`config.mk`:
```
export PLATFORM = sky130hd
export DESIGN_NAME = seq_detect_ctrl
export DESIGN_NICKNAME = d
export VERILOG_FILES = /design/src/rtl/seq_det_pkg.sv /design/src/rtl/seq_match_core.sv /design/src/rtl/seq_detect_ctrl.sv
export SDC_FILE = /design/constraint.sdc
export NUM_CORES = 1
export LEC_CHECK = 0
export ABC_CLOCK_PERIOD_IN_PS = 4300
export BUFFER_PORTS_ARGS = -buffer_cell sky130_fd_sc_hd__buf_2
export CORE_MARGIN = 2
export CORE_UTILIZATION = 56
export DETAILED_ROUTE_END_ITERATION = 6
export GPL_TIMING_DRIVEN = 0
export PLACE_DENSITY = 0.86
export SKIP_LAST_GASP = 1
export SYNTH_ARGS = -nofsm -noshare
export SYNTH_HDL_FRONTEND = slang
export SYNTH_SLANG_ARGS = --single-unit
```
`constraint.sdc`:
```
create_clock -name clk -period 4.3 [get_ports clk]
set_clock_uncertainty 0.05 [all_clocks]
set_input_delay 0 -clock clk [delete_from_list [all_inputs] [get_ports clk]]
set_output_delay 0 -clock clk [all_outputs]
set_load 0.1 [all_outputs]
```
`src/rtl/seq_det_pkg.sv`:
```
// Shared types and power-on configuration for the programmable sequence detector.
package seq_det_pkg;

    typedef enum logic [1:0] {
        IDLE  = 2'd0,
        ARMED = 2'd1,
        DONE  = 2'd2
    } state_t;

    localparam logic [7:0] DEF_PATTERN = 8'h06;
    localparam int         DEF_LEN     = 4;
    localparam logic       DEF_OVERLAP = 1'b1;
    localparam int         DEF_TARGET  = 0;

endpackage

```
`src/rtl/seq_match_core.sv`:
```
// Serial history register, fill counter and length-masked pattern compare.
// match_next reports whether the bit being shifted in on this edge completes a match.
module seq_match_core #(
    parameter int MAX_LEN = 8,
    parameter int LEN_W   = 4
) (
    input  logic               clk,
    input  logic               reset,
    input  logic               clear,
    input  logic               shift_en,
    input  logic               overlap,
    input  logic               x,
    input  logic [MAX_LEN-1:0] pattern,
    input  logic [LEN_W-1:0]   len,
    output logic               match_next
);

    logic [MAX_LEN-1:0] hist;
    logic [MAX_LEN-1:0] hist_shift;
    logic [MAX_LEN-1:0] mask;
    logic [LEN_W-1:0]   fill;
    logic [LEN_W-1:0]   fill_inc;

    always_comb begin
        hist_shift = (hist << 1) | MAX_LEN'(x);
        fill_inc   = (fill >= LEN_W'(MAX_LEN)) ? fill : fill + 1'b1;
        for (int i = 0; i < MAX_LEN; i++) begin
            mask[i] = (i < int'(len));
        end
        match_next = shift_en && (fill_inc >= len) &&
                     ((hist_shift & mask) == (pattern & mask));
    end

    // NOTE: state registers use non-blocking assignments so every flop samples pre-edge values.
    always_ff @(posedge clk or negedge reset) begin
        if (!reset) begin
            hist <= '0;
            fill <= '0;
        end else if (clear) begin
            hist <= '0;
            fill <= '0;
        end else if (shift_en) begin
            hist <= hist_shift;
            // Non-overlapping mode keeps the stale history but must see len fresh bits again.
            fill <= (match_next && !overlap) ? '0 : fill_inc;
        end
    end

endmodule

```
`src/rtl/seq_detect_ctrl.sv`:
```
// Arms, configures and sequences the serial pattern detector; counts matches
// and raises done when a nonzero target count is reached.
module seq_detect_ctrl
    import seq_det_pkg::*;
#(
    parameter int MAX_LEN = 8,
    parameter int LEN_W   = 4,
    parameter int CNT_W   = 8
) (
    input  logic               clk,
    input  logic               reset,
    input  logic               cfg_we,
    input  logic [MAX_LEN-1:0] cfg_pattern,
    input  logic [LEN_W-1:0]   cfg_len,
    input  logic               cfg_overlap,
    input  logic [CNT_W-1:0]   cfg_target,
    input  logic               start,
    input  logic               abort,
    input  logic               x,
    input  logic               x_valid,
    output logic               z,
    output logic [CNT_W-1:0]   match_cnt,
    output logic               busy,
    output logic               done,
    output logic               cfg_err
);

    state_t             state;
    logic [MAX_LEN-1:0] pattern_q;
    logic [LEN_W-1:0]   len_q;
    logic               overlap_q;
    logic [CNT_W-1:0]   target_q;

    logic               len_ok;
    logic               start_ok;
    logic               shift_en;
    logic               match_next;
    logic [CNT_W-1:0]   cnt_inc;

    assign len_ok   = (len_q != '0) && (len_q <= LEN_W'(MAX_LEN));
    assign start_ok = (state != ARMED) && start && !abort && len_ok;
    assign shift_en = (state == ARMED) && x_valid;
    assign cnt_inc  = (match_cnt == '1) ? match_cnt : match_cnt + 1'b1;

    assign busy = (state == ARMED);
    assign done = (state == DONE);

    seq_match_core #(
        .MAX_LEN (MAX_LEN),
        .LEN_W   (LEN_W)
    ) u_core (
        .clk        (clk),
        .reset      (reset),
        .clear      (start_ok),
        .shift_en   (shift_en),
        .overlap    (overlap_q),
        .x          (x),
        .pattern    (pattern_q),
        .len        (len_q),
        .match_next (match_next)
    );

    always_ff @(posedge clk or negedge reset) begin
        if (!reset) begin
            state     <= IDLE;
            z         <= 1'b0;
            match_cnt <= '0;
            cfg_err   <= 1'b0;
            pattern_q <= MAX_LEN'(DEF_PATTERN);
            len_q     <= LEN_W'(DEF_LEN);
            overlap_q <= DEF_OVERLAP;
            target_q  <= CNT_W'(DEF_TARGET);
        end else begin
            z       <= 1'b0;
            cfg_err <= 1'b0;
            case (state)
                ARMED: begin
                    if (cfg_we) begin
                        cfg_err <= 1'b1;
                    end
                    if (abort) begin
                        state <= IDLE;
                    end else if (match_next) begin
                        z         <= 1'b1;
                        match_cnt <= cnt_inc;
                        if (target_q != '0 && cnt_inc == target_q) begin
                            state <= DONE;
                        end
                    end
                end
                IDLE, DONE: begin
                    if (abort) begin
                        state <= IDLE;
                    end else if (start) begin
                        if (len_ok) begin
                            state     <= ARMED;
                            match_cnt <= '0;
                        end else begin
                            cfg_err <= 1'b1;
                        end
                    end
                    // Start legality is judged on the config held before this edge.
                    if (cfg_we) begin
                        pattern_q <= cfg_pattern;
                        len_q     <= cfg_len;
                        overlap_q <= cfg_overlap;
                        target_q  <= cfg_target;
                    end
                end
                default: state <= IDLE;
            endcase
        end
    end

endmodule

```
==> impl_results.md <==
- Startpoint Class: flop
- DP HPWL: 3762 um
- Die W: 69.84 um
- Mapped Cells: 229
- Sink Count: 44
- WP data required: 4.45 ns
- Initial core utilization: 59.40%
- First-pass GRT wire length: 9446 um
- Placed insts: 318
- Drt pass-1 iters: 4
- P_int: 777.5 uW
- Async SR Flop Fraction: 100.0%
- FF+latch count, synth: 44
- CTS tree: yes
- CTS buffer count: 5
- Sequential share of the synthesized area: 45.57%
- Combinational share of power: 29.5%
- Die Area: 0.004877 mm^2
- Final setup viols: 0
- Synthesized area: 0.002427 mm^2
- GPL Wtd Cong: 0.8470
- Max-slew violations: 0
- Crit Path Class: reg -> reg
- Clock slew at reported path FFs: 0.09 ns
- Pre-CTS WS: 1.085 ns
- RSZ-0062 raised after global routing: no
- Status: complete, no violations
- Syn. warnings: 0
- WP buf/inv: 2
- Fillers: 292
- FF+latch area: 0.001106 mm^2
- DRT iter0 DRCs: 153
- Core ar.: 0.004086 mm^2
- Vias in the first global route: 2,097
- Vias: 2,068
- Rows: 23
- IO Port Bufs: 39
- Most frequent CP cell: ha_1
- Predominant post-synthesis flop cell: dfrtp_1
- Worst Path Arrival: 3.42 ns
- Tcrit/Tclk final: 76.06%
- Drt total wl: 5601 um
- Peak fanout along the critical path: 10
- Final #Nets: 335
- Clk pwr share: 23.1%
- CP cell instances: inv_1 > ha_1 > mux2_2 > ha_1 > a2111oi_0 > or4_4 > a2111oi_4 > buf_4 > o21ai_0 > o31ai_1
- Ports: 40
- Worst-margin pin slew: 0.9302 ns
- # DRC: 0
- Worst hold path class: in -> reg
- CTS Buffer Depth: 2
- Endpoint class of the critical path: flop
- CTS resizes: 0
- Power Dens Cells: 386.3 mW/mm^2
- Synth Area per Inst: 10.60 um^2
- Post-synthesis mux area share: 10.46%
- Maximum vdd drop: 0.2920 mV
- Commonest cells after routing, fill and taps aside: dfrtp_1, buf_2, dlygate4sd3_1, mux2_2
- Max cap viols: 0
- Fin Setup TNS: 0 ns
- Adder-Cell Fraction of Synth Area: 3.608%
- Post-Layout Cell Count: 351
- Avg WL per Cell: 15.96 um
- Multi-input gate area: 0.001254 mm^2
- Crit path largest cell delay: 0.59 ns
- Switching share of total power: 33.47%
- Fin crit period: 3.271 ns
- Chip Height: 69.84 um
- Post-synthesis cell type count: 47
- Switching power: 391.2 uW
- Ratio of cells with drive above 1 in the final layout: 24.92%
- Antenna Nets Post-Route: 0
- Root Driver: clkbuf_8
- Sequential power share: 47.4%
- Largest family of logic cells by synthesized area: compound AO/OA/AOI/OAI gates
- Grt ovf: 0
- Worst-Skew Late Latency: 0.31 ns
- FMAX: 0.3057 GHz
- Antenna violations before repair: 0
- Pin count of the biggest net entering global routing: 45
- Compound-cell area share of the yosys netlist: 17.89%
- Postcts setup bufs: 0
- EDFF count, synth: 0
- Worst hold slack: 0.01368 ns
- Simple-gate share of the synthesized area: 14.28%
- Top delay family on crit path: compound AO/OA/AOI/OAI gates
- Max-Slew Margin vs Limit: 37.99%
- Syn_nets: 264
- XOR/XNOR Fraction of Synth Area: 5.412%
- Commonest non-fill, non-tap cell in the layout: dfrtp_1
- Leakage power: 0.001389 uW
- Layout area overhead: 24.64%
- Slowest cell on crit path: a2111oi_4
- Global Route Usage Sum: 24.16%
- Vias per cell: 5.892
- Worst Slack Setup Final: 1.029 ns
- Antenna cell count: 0
- Final Hold Viols: 0
- H-tree depth: 2
## path summary, 6_finish.rpt
check,end,cells after the start,startpoint,slack [ns]
worst max register to register,match_cnt[3],10,u_core.fill[0],1.03
worst min register to register,u_core.hist[6],1,u_core.hist[6],0.49
min in group asynchronous,u_core.hist[2],2,reset,0.33
max in group asynchronous,target_q[2],2,reset,3.29
worst max-delay path,match_cnt[3],10,u_core.fill[0],1.03
worst min-delay path,match_cnt[7],4,start,0.01
## layer usage
layer  wire (um)  global-route usage (%)
met1        2435                   31.10
met2        2759                   40.95
met3         321                   4.797
met4          85                   7.692
met5           0                       0
## sequential cells by signal, summed over array words and instances, names as in the netlist
| register | flops |
|---|---|
| target_q | 8 |
| match_cnt | 8 |
| u_core.hist | 7 |
| pattern_q | 8 |
| overlap_q | 1 |
| cfg_err | 1 |
| z | 1 |
| len_q | 4 |
| state | 2 |
| u_core.fill | 4 |
## cell usage after synthesis, types with 5 or more instances
cell type / count / area share (%)
xnor2_1: 9 / 3.2
clkbuf_1: 7 / 1.1
nor2_1: 13 / 2.0
inv_1: 9 / 1.4
nand2_1: 13 / 2.0
a31oi_1: 6 / 1.5
nand3_1: 7 / 1.4
mux2_2: 19 / 8.8
and3_1: 5 / 1.3
o21ai_0: 12 / 2.5
dfrtp_1: 40 / 41
ha_1: 7 / 3.6
a22o_1: 12 / 4.3
a21oi_1: 8 / 1.6
xor2_1: 6 / 2.2
## power by group through the flow
stage | combinational, uW | clock (uW) | sequential [uW]
after global routing | 379 | 289 | 563
final | 345 | 270 | 554
after detailed placement | 321 | 0 | 559
after global placement | 306 | 0 | 557
after CTS | 340 | 272 | 551
after floorplan | 234 | 0 | 558
## cell type report
type | instances | area share [%]
multi-input cells | 168 | 41.44
flip-flops and latches | 44 | 36.56
repair buffers | 64 | 14.72
clock buffers | 8 | 2.978
well taps | 50 | 2.068
plain buffers | 8 | 1.117
inverters | 9 | 1.117
## cells by family (layout without fill, tap and decap cells)
family / count (synthesis) / count (layout)
flip-flops: 44 / 44
multiplexers: 23 / 23
XOR/XNOR: 15 / 15
adder cells (fa/ha/maj): 7 / 7
buffers and inverters: 17 / 89
AO/OA/AOI/OAI: 59 / 59
AND/OR/NAND/NOR: 64 / 64
## stage by stage
step | cell area [um^2] | utilization, % | total power [uW]
floorplan | 2427 | - | 791.7
global placement | 2685 | 65.71 | 863.3
detailed placement | 2685 | 65.71 | 879.8
CTS | 3025 | 74.04 | 1163
global route | 3025 | 74.04 | 1231
finish | 3025 | 74.04 | 1169
## worst register-to-register path: stages, from the launching register on
cell       delay, ns
dfrtp_1         0.46
inv_1           0.09
ha_1            0.29
mux2_2          0.28
ha_1            0.27
a2111oi_0       0.08
or4_4           0.57
a2111oi_4       0.59
buf_4           0.28
o21ai_0         0.12
o31ai_1         0.09
## what timing repair did
action | 4_1_cts | 5_1_grt
hold buffers | 25 | 0
hold endpoints to repair | 63 | 0
endpoints found under the setup margin | 0 | 0
No activity file was read; power rests on OpenSTA's default activity.
